**config.mk**
```make
export PLATFORM = sky130hd
export DESIGN_NAME = shader_load_scheduler
export DESIGN_NICKNAME = d
export VERILOG_FILES = /design/src/rtl/shader_pkg.sv /design/src/rtl/sync_fifo.sv /design/src/rtl/shader_load_scheduler.sv
export SDC_FILE = /design/constraint.sdc
export NUM_CORES = 1
export LEC_CHECK = 0
export CAP_MARGIN = 40
export CORE_MARGIN = 5
export CORE_UTILIZATION = 40
export CTS_CLUSTER_SIZE = 40
export DETAILED_ROUTE_END_ITERATION = 16
export PLACE_DENSITY = 0.55
export REMOVE_ABC_BUFFERS = 1
export SETUP_SLACK_MARGIN = 0.02
export SLEW_MARGIN = 10
export SYNTH_ARGS = -nofsm -noshare
export SYNTH_HDL_FRONTEND = slang
export SYNTH_HIERARCHICAL = 1
export SYNTH_SLANG_ARGS = --single-unit
```
**constraint.sdc**
```tcl
create_clock -name clk_i -period 2.91 [get_ports clk_i]
set_clock_uncertainty 0.15 [all_clocks]
set_input_delay 0.582 -clock clk_i [delete_from_list [all_inputs] [get_ports clk_i]]
set_output_delay 0.582 -clock clk_i [all_outputs]
set_load 0.02 [all_outputs]
```
**src/rtl/shader_pkg.sv**
```systemverilog
// Shared shader constants and the instruction type used by the shader top level.
package shader_pkg;
    localparam int INSTR_W   = 8;
    localparam int NUM_INSTR = 16;

    typedef logic [INSTR_W-1:0] instr_t;
endpackage

```
**src/rtl/sync_fifo.sv**
```systemverilog
// Synchronous FIFO with occupancy count, head-of-queue output and a flush that
// behaves like a one-cycle reset. Push while full and pop while empty are ignored.
module sync_fifo #(
    parameter int W     = 8,
    parameter int DEPTH = 16
) (
    input  logic                     clk_i,
    input  logic                     rst_i,
    input  logic                     flush_i,
    input  logic                     push_i,
    input  logic                     pop_i,
    input  logic [W-1:0]             din_i,
    output logic [W-1:0]             head_o,
    output logic                     full_o,
    output logic                     empty_o,
    output logic [$clog2(DEPTH):0]   count_o
);
    localparam int AW = $clog2(DEPTH);

    logic [W-1:0]  mem [DEPTH];
    logic [AW-1:0] wr_ptr;
    logic [AW-1:0] rd_ptr;
    logic [AW:0]   count;
    logic          do_push;
    logic          do_pop;

    assign full_o  = (count == (AW+1)'(DEPTH));
    assign empty_o = (count == '0);
    assign count_o = count;
    assign head_o  = mem[rd_ptr];

    assign do_push = push_i && !full_o;
    assign do_pop  = pop_i && !empty_o;

    always_ff @(posedge clk_i) begin
        if (rst_i || flush_i) begin
            wr_ptr <= '0;
            rd_ptr <= '0;
            count  <= '0;
        end else begin
            if (do_push) wr_ptr <= wr_ptr + 1'b1;
            if (do_pop)  rd_ptr <= rd_ptr + 1'b1;
            case ({do_push, do_pop})
                2'b10:   count <= count + 1'b1;
                2'b01:   count <= count - 1'b1;
                default: count <= count;
            endcase
        end
    end

    // Storage needs no reset: pointers and count define what is valid.
    always_ff @(posedge clk_i) begin
        if (do_push && !rst_i && !flush_i) mem[wr_ptr] <= din_i;
    end
endmodule

```
**src/rtl/shader_load_scheduler.sv**
```systemverilog
// Arbitrates the shader instruction memory between raster shifts (always first)
// and buffered SPI instruction writes, which are committed only in safe windows.
//
//   state | meaning
//   IDLE  | nothing buffered, memory driven by raster only
//   WAIT  | writes buffered, waiting for a commit window
//   DRAIN | window open, one buffered write committed per cycle
module shader_load_scheduler
    import shader_pkg::*;
#(
    parameter int NUM_INSTR = shader_pkg::NUM_INSTR,
    parameter int DEPTH     = 16,
    parameter int INSTR_W   = shader_pkg::INSTR_W,
    parameter int ATOMIC    = 1
) (
    input  logic               clk_i,
    input  logic               rst_i,
    input  logic               wr_valid_i,
    input  logic [INSTR_W-1:0] wr_instr_i,
    output logic               wr_ready_o,
    input  logic               hold_i,
    input  logic               exec_req_i,
    input  logic               vblank_i,
    input  logic               flush_i,
    output logic               mem_shift_o,
    output logic               mem_load_o,
    output logic [INSTR_W-1:0] mem_instr_o,
    output logic               busy_o,
    output logic               prog_done_o,
    output logic               overflow_o
);
    typedef enum logic [1:0] {
        IDLE,
        WAIT,
        DRAIN
    } sched_state_e;

    localparam int AW = $clog2(DEPTH);
    localparam int CW = (NUM_INSTR > 1) ? $clog2(NUM_INSTR) : 1;
    localparam logic [CW-1:0] LAST_IDX = CW'(NUM_INSTR - 1);

    sched_state_e       state;
    sched_state_e       state_nxt;
    logic               full;
    logic               empty;
    logic [AW:0]        count;
    logic [INSTR_W-1:0] head;
    logic               push;
    logic               pop;
    logic               window;
    logic               last_pop;
    logic [CW-1:0]      commit_cnt;

    sync_fifo #(
        .W     (INSTR_W),
        .DEPTH (DEPTH)
    ) u_fifo (
        .clk_i   (clk_i),
        .rst_i   (rst_i),
        .flush_i (flush_i),
        .push_i  (push),
        .pop_i   (pop),
        .din_i   (wr_instr_i),
        .head_o  (head),
        .full_o  (full),
        .empty_o (empty),
        .count_o (count)
    );

    // A full FIFO rejects an offer even when a pop frees a slot that cycle.
    assign push = wr_valid_i && !full && !flush_i;

    always_comb begin
        if (ATOMIC != 0) window = vblank_i && !hold_i && !exec_req_i;
        else             window = !exec_req_i;
    end

    assign pop      = !empty && window && (state != IDLE) && !flush_i;
    assign last_pop = pop && (count == (AW+1)'(1)) && !push;

    always_ff @(posedge clk_i) begin
        if (rst_i) state <= IDLE;
        else       state <= state_nxt;
    end

    always_comb begin
        state_nxt   = state;
        mem_shift_o = exec_req_i | pop;
        mem_load_o  = pop;
        mem_instr_o = empty ? '0 : head;
        busy_o      = (state != IDLE);
        wr_ready_o  = !full;

        if (flush_i) begin
            state_nxt = IDLE;
        end else begin
            case (state)
                IDLE: begin
                    if (push || !empty) state_nxt = WAIT;
                end
                WAIT: begin
                    if (last_pop)     state_nxt = IDLE;
                    else if (pop)     state_nxt = DRAIN;
                    else if (empty && !push) state_nxt = IDLE;
                end
                DRAIN: begin
                    if (last_pop)            state_nxt = IDLE;
                    else if (empty && !push) state_nxt = IDLE;
                    else if (!window)        state_nxt = WAIT;
                end
                default: state_nxt = IDLE;
            endcase
        end
    end

    // Commit counter tracks position within the program; wrap marks completion.
    always_ff @(posedge clk_i) begin
        if (rst_i || flush_i) begin
            commit_cnt  <= '0;
            prog_done_o <= 1'b0;
        end else begin
            prog_done_o <= pop && (commit_cnt == LAST_IDX);
            if (pop) begin
                if (commit_cnt == LAST_IDX) commit_cnt <= '0;
                else                        commit_cnt <= commit_cnt + 1'b1;
            end
        end
    end

    always_ff @(posedge clk_i) begin
        if (rst_i)                    overflow_o <= 1'b0;
        else if (wr_valid_i && full)  overflow_o <= 1'b1;
    end
endmodule

```
# After elaboration in Yosys (flattened, before gate mapping)
# Memories as Yosys holds them, arrays and structs flattened. A register that Yosys moved wholly into a read port is not among the register bits.
# Cells that the tools add are included.
# word_totals
ff_bits	21
ramBits	128
out_inout_bits	14
memories	1
# classes
n_addsub	5
n_eq_ne	10
n_mux	15
bitwise_logic	1
reduce_logical	31
# memory_table
memory	words	word_bits	rd	rd_ports_with_merged_regs	write_ports	line	text
u_fifo.mem	16	8	1	1	1	sync_fifo.sv:20	logic [W-1:0] mem [DEPTH];
# op_table
cell	n
$logic_and 1x1->1	16
$mux 2	7
$add 4x1->4 const B	3
$mux 4	3
$pmux 5 s2	1
$mux 8	1
$ne 4x4->1 const B	2
$logic_not 1->1	7
$pmux 2 s3	1
$add 5x1->5 const B	1
$eq 5x1->1 const B	1
$eq 5x5->1 const B	1
$logic_not 5->1	1
$sub 5x1->5 const B	1
$eq 2x1->1 const B	2
$eq 2x2->1 const B	2
$eq 4x4->1 const B	1
$reduce_bool 2->1	2
$reduce_and 3->1	1
$logic_not 2->1	1
$logic_or 1x1->1	2
$mux 1	2
$ne 2x2->1 const B	1
$reduce_or 2->1	1
$or 1x1->1	1

# Longest topological paths before layout
# logic_depth
depth_word	10
ltp_mapped	15
mapped_depth_nobuf	14

# Hierarchy
# Netlist, hierarchy kept.
# modules_own_cells
module	instances	cells_per_inst	area_each_um2	seq_area_each_um2
sync_fifo	1	316	5738.0	4184.0
shader_load_scheduler	1	64	535.5	160.2

# Least setup slack after synthesis
# No wires, ideal clock.
# synth_path
path_kind	register to register
start	register u_fifo.count[0], in the netlist u_fifo/count_o[0]
end	register u_fifo.count[4], in the netlist u_fifo/count_o[4]
setup_time_ns	0.072
arrival_ns	2.981
required_ns	2.688
slack_ns	-0.293
path_stages_with_launch	16
period_less_slack_ns	3.203
path_cell_list	dfxtp_1 or4_1 buf_2 nor2_1 nand2b_1 nor2_1 o21a_1 buf_6 inv_1 ha_1 inv_1 fa_1 nand2b_1 a21oi_1 mux2i_1 mux2i_1
# synth_between
word_cells_on_any_way	17
# synth_lines
element	line	text
start, declared	sync_fifo.sv:23	logic [AW:0] count;
start signal, assigned	sync_fifo.sv:44	2'b10: count <= count + 1'b1;
start signal, assigned	sync_fifo.sv:45	2'b01: count <= count - 1'b1;
start signal, assigned	sync_fifo.sv:46	default: count <= count;
$eq 5x5->1 (*)	sync_fifo.sv:27	assign full_o = (count == (AW+1)'(DEPTH));
named net full	shader_load_scheduler.sv:44	logic full;
$logic_not 1->1 (*)	shader_load_scheduler.sv:71	assign push = wr_valid_i && !full && !flush_i;
$logic_and 1x1->1 (*) (2 in a row)	shader_load_scheduler.sv:71	
named net push	shader_load_scheduler.sv:48	logic push;
$logic_and 1x1->1 (*)	sync_fifo.sv:32	assign do_push = push_i && !full_o;
$eq 2x1->1 / $eq 2x2->1 (equally long branches)	sync_fifo.sv:43	case ({do_push, do_pop})
$pmux 5 s2 / $reduce_bool 2->1 (equally long branches)	n/a	
# Mark *: on every way through the listed nets, which the timed path passes. The rest lies on a longest branch.
# A chain may end at the register's enable or synchronous reset.

# Final worst setup path
# Same ends and word-level chain as after synthesis.

==> key figures <==
CTS
  – CTS Buf Count: 17
  – Clock sinks: 153
  – CTS Hold Bufs: 0
  – # H-tree levels: 4
  – Clock Pin Slew Worst Setup and Hold Paths: 60 ps
  – Root buffer cell: clkbuf_16
  – Clock latency on the worst-skew pair: 410 ps
  – Clock Tree Buf Depth: 2
  – CTS tree: yes

Setup path
  – Type of origin of the critical path: flop
  – Setup crit end kind: flop
  – CP Max Fanout: 4
  – Crit path required time: 3100 ps
  – Worst setup path class: flop to flop
  – Crit path DAT: 3120 ps

Global routing
  – Met1 Use GR: 19.4%
  – First-pass GRT wire length: 19.0 mm
  – Pin count of the biggest net entering global routing: 33
  – Antenna violations before repair: 0
  – GR Util met2: 21.3%
  – Most Used Layer, Global Route: met2
  – Total GRT Usage: 13.8%
  – Vias in the first global route: 3430
  – Met3 Use GR: 2.93%
  – Remaining Overflow, GRT: 0

Yosys
  – Mux contribution to synthesized area: 12.4%
  – EDFF count, synth: 128
  – Largest family of logic cells by synthesized area: multiplexers
  – Main flop type after synthesis: edfxtp_1
  – Syn Area/Cell: 16.5 um^2
  – Syn Std Cell Area: 6270 um^2
  – Unique masters post-synth: 45
  – Seq/Total Area, Yosys: 69.2%
  – Yosys reg bits: 153
  – Adder-cell share of the synthesized area: 2.31%
  – Synth warn: 6
  – Simple logic cell fraction of the synthesized area: 8.22%
  – Syn Inst Count: 380
  – Synth Area in Compound Gates: 5.07%
  – Async SR Flop Fraction: 0%
  – XOR/XNOR Fraction of Synth Area: 0.838%

Finish
  – # nets final: 507
  – Layout filler cell count: 1290
  – Fin area: 8080 um^2
  – Most frequent cells in the layout: edfxtp_1 (128), buf_4 (63), nor2_1 (38)
  – Seq. cell area: 4350 um^2
  – Diode count: 0
  – Most common cell after layout, fill and taps aside: edfxtp_1
  – Area of the multi-input gates: 1970 um^2
  – Area grow syn2layout: 28.7%
  – Share of layout cells above drive strength 1: 36.9%

Floorplan
  – Die outline height: 135 um
  – # rows: 45
  – Initial core utilization: 41.0%
  – DIE WIDTH: 135 um
  – Core area: 15300 um^2
  – Die ar.: 18300 um^2
  – I/O pins: 29

Routing
  – Iter 0 DRT Violations: 232
  – Drt wl/cell: 17.3 um
  – Drt drc: 0
  – Drt first pass iters: 4
  – Drt via density: 4.95
  – Total Wirelength: 12.2 mm
  – Final antenna-violating net count: 0
  – Vias: 3485

STA
  – Final WS setup: -27.0 ps
  – RSZ-0062 raised after global routing: yes
  – Final hold vios: 0
  – Setup TNS: -27.0 ps
  – Pins Over Slew Limit: 0
  – Max Freq: 340 MHz
  – # setup viols final: 1
  – Slew HR: 63.0%
  – Final worst path period share: 101%
  – Worst Tran Pin Value: 554 ps
  – Post-layout min period: 2940 ps

Outcome
  – Failing checks: negative setup slack
  – Status: finished with violations

Place
  – DP HPWL: 8.05 mm
  – Port bufs: 28
  – Placer Congestion: 0.755
  – Post-DP Area: 7130 um^2

Pwr
  – Power Dens Cells: 561 nW/um^2
  – Leakage: 2.78 nW
  – Maximum VDD drop: 0.377 mV

Run
  – Max-Cap Viols: 0

Worst hold path
  – HP Class: flop to flop
==> synth_stat cells, types with 3 or more instances <==
| library cell | n | share of area (%) |
|---|---|---|
| nor2b_1 | 11 | 1.1 |
| edfxtp_1 | 128 | 61 |
| nand3_1 | 5 | 0.40 |
| ha_1 | 10 | 2.0 |
| nand2_1 | 18 | 1.1 |
| nor2_1 | 41 | 2.5 |
| buf_2 | 4 | 0.32 |
| or4_1 | 3 | 0.36 |
| a22oi_1 | 16 | 1.9 |
| mux4_2 | 32 | 11 |
| xor2_1 | 5 | 0.70 |
| dfxtp_1 | 25 | 8.0 |
| mux2i_1 | 6 | 0.96 |
| inv_1 | 13 | 0.78 |
| a21oi_1 | 11 | 0.88 |
| nand2b_1 | 4 | 0.40 |
| o211ai_1 | 3 | 0.36 |
| clkbuf_1 | 8 | 0.48 |
| or2_2 | 4 | 0.40 |
==> per-stage QoR <==
stage | hold slack (ps) | total power [mW] | worst slack [ps] | util [%] | cells
after floorplan | 303 | 2.47 | -564 | - | 365
after global placement | 309 | 2.54 | -264 | 46.5 | 651
after detailed placement | 333 | 2.55 | -312 | 46.5 | 651
after CTS | 341 | 4.56 | -37.0 | 51.1 | 690
after global routing | 376 | 4.68 | -179 | 52.7 | 704
final | 339 | 4.53 | -27.0 | 52.7 | 704
==> power by group <==
| part | total (mW) | internal (mW) | switching, mW |
|---|---|---|---|
| combinational | 0.129 | 0.0547 | 0.0744 |
| sequential | 2.38 | 2.37 | 0.00250 |
| clock | 2.02 | 1.18 | 0.844 |
==> worst paths after layout <==
check	from	to	slack [ps]	depth (start not counted)
max	u_fifo/count_o[0]	u_fifo/count_o[4]	-30	13
min	u_fifo/rd_ptr[3]	u_fifo/rd_ptr[3]	340	2
max reg2reg	u_fifo/count_o[0]	u_fifo/count_o[4]	-30	13
min reg2reg	u_fifo/rd_ptr[3]	u_fifo/rd_ptr[3]	340	2
==> routing by layer <==
metal,part of all wire [%],vias up,routed length [um]
li1,-,1682,-
met4,0.83,0,101
met1,49,1743,5940
met2,48,51,5830
met5,0,-,0
met3,2.6,9,315
==> kinds of logic (layout without fill, tap and decap cells) <==
group	after synthesis	in the layout
flip-flops	153	153
AND/OR/NAND/NOR	101	101
AO/OA/AOI/OAI	43	43
multiplexers	38	38
buffers and inverters	28	141
adder cells (fa/ha/maj)	11	11
XOR/XNOR	6	6
==> flip-flops by register name, summed over array words and instances, names as in the netlist, named ones only <==
name / flops
u_fifo/mem: 128
commit_cnt: 4
state: 2
u_fifo/rd_ptr: 4
prog_done_o: 1
overflow_o: 1
u_fifo/wr_ptr: 4
u_fifo/count_o: 5
==> area by class of cell <==
type,count,area share [%]
clock buffer,18,5.31
clock inverter,13,1.50
multi-input combinational,199,24.4
timing repair buffer,97,11.0
inverter,13,0.604
tap,211,3.27
sequential,153,53.9
==> timing repair <==
| item | in CTS | in global routing |
|---|---|---|
| buffers inserted | 6 | 14 |
| gates cloned | 2 | 0 |
| pin swaps | 4 | 18 |
| endpoints found under the setup margin | 14 | 13 |
| resized for setup | 55 | 36 |
==> critical path: stages, from the launching register on <==
cell and delay, ps:
dfxtp_2 320, or4_4 590, nor2_4 130, nand2b_4 140, nor2_4 40, o21a_1 110
inv_1 60, ha_2 180, inv_2 50, fa_2 370, nand2b_4 150, a21oi_2 140
mux2i_1 240, mux2i_1 200
Note: power is estimated with default switching activity, not from simulation.
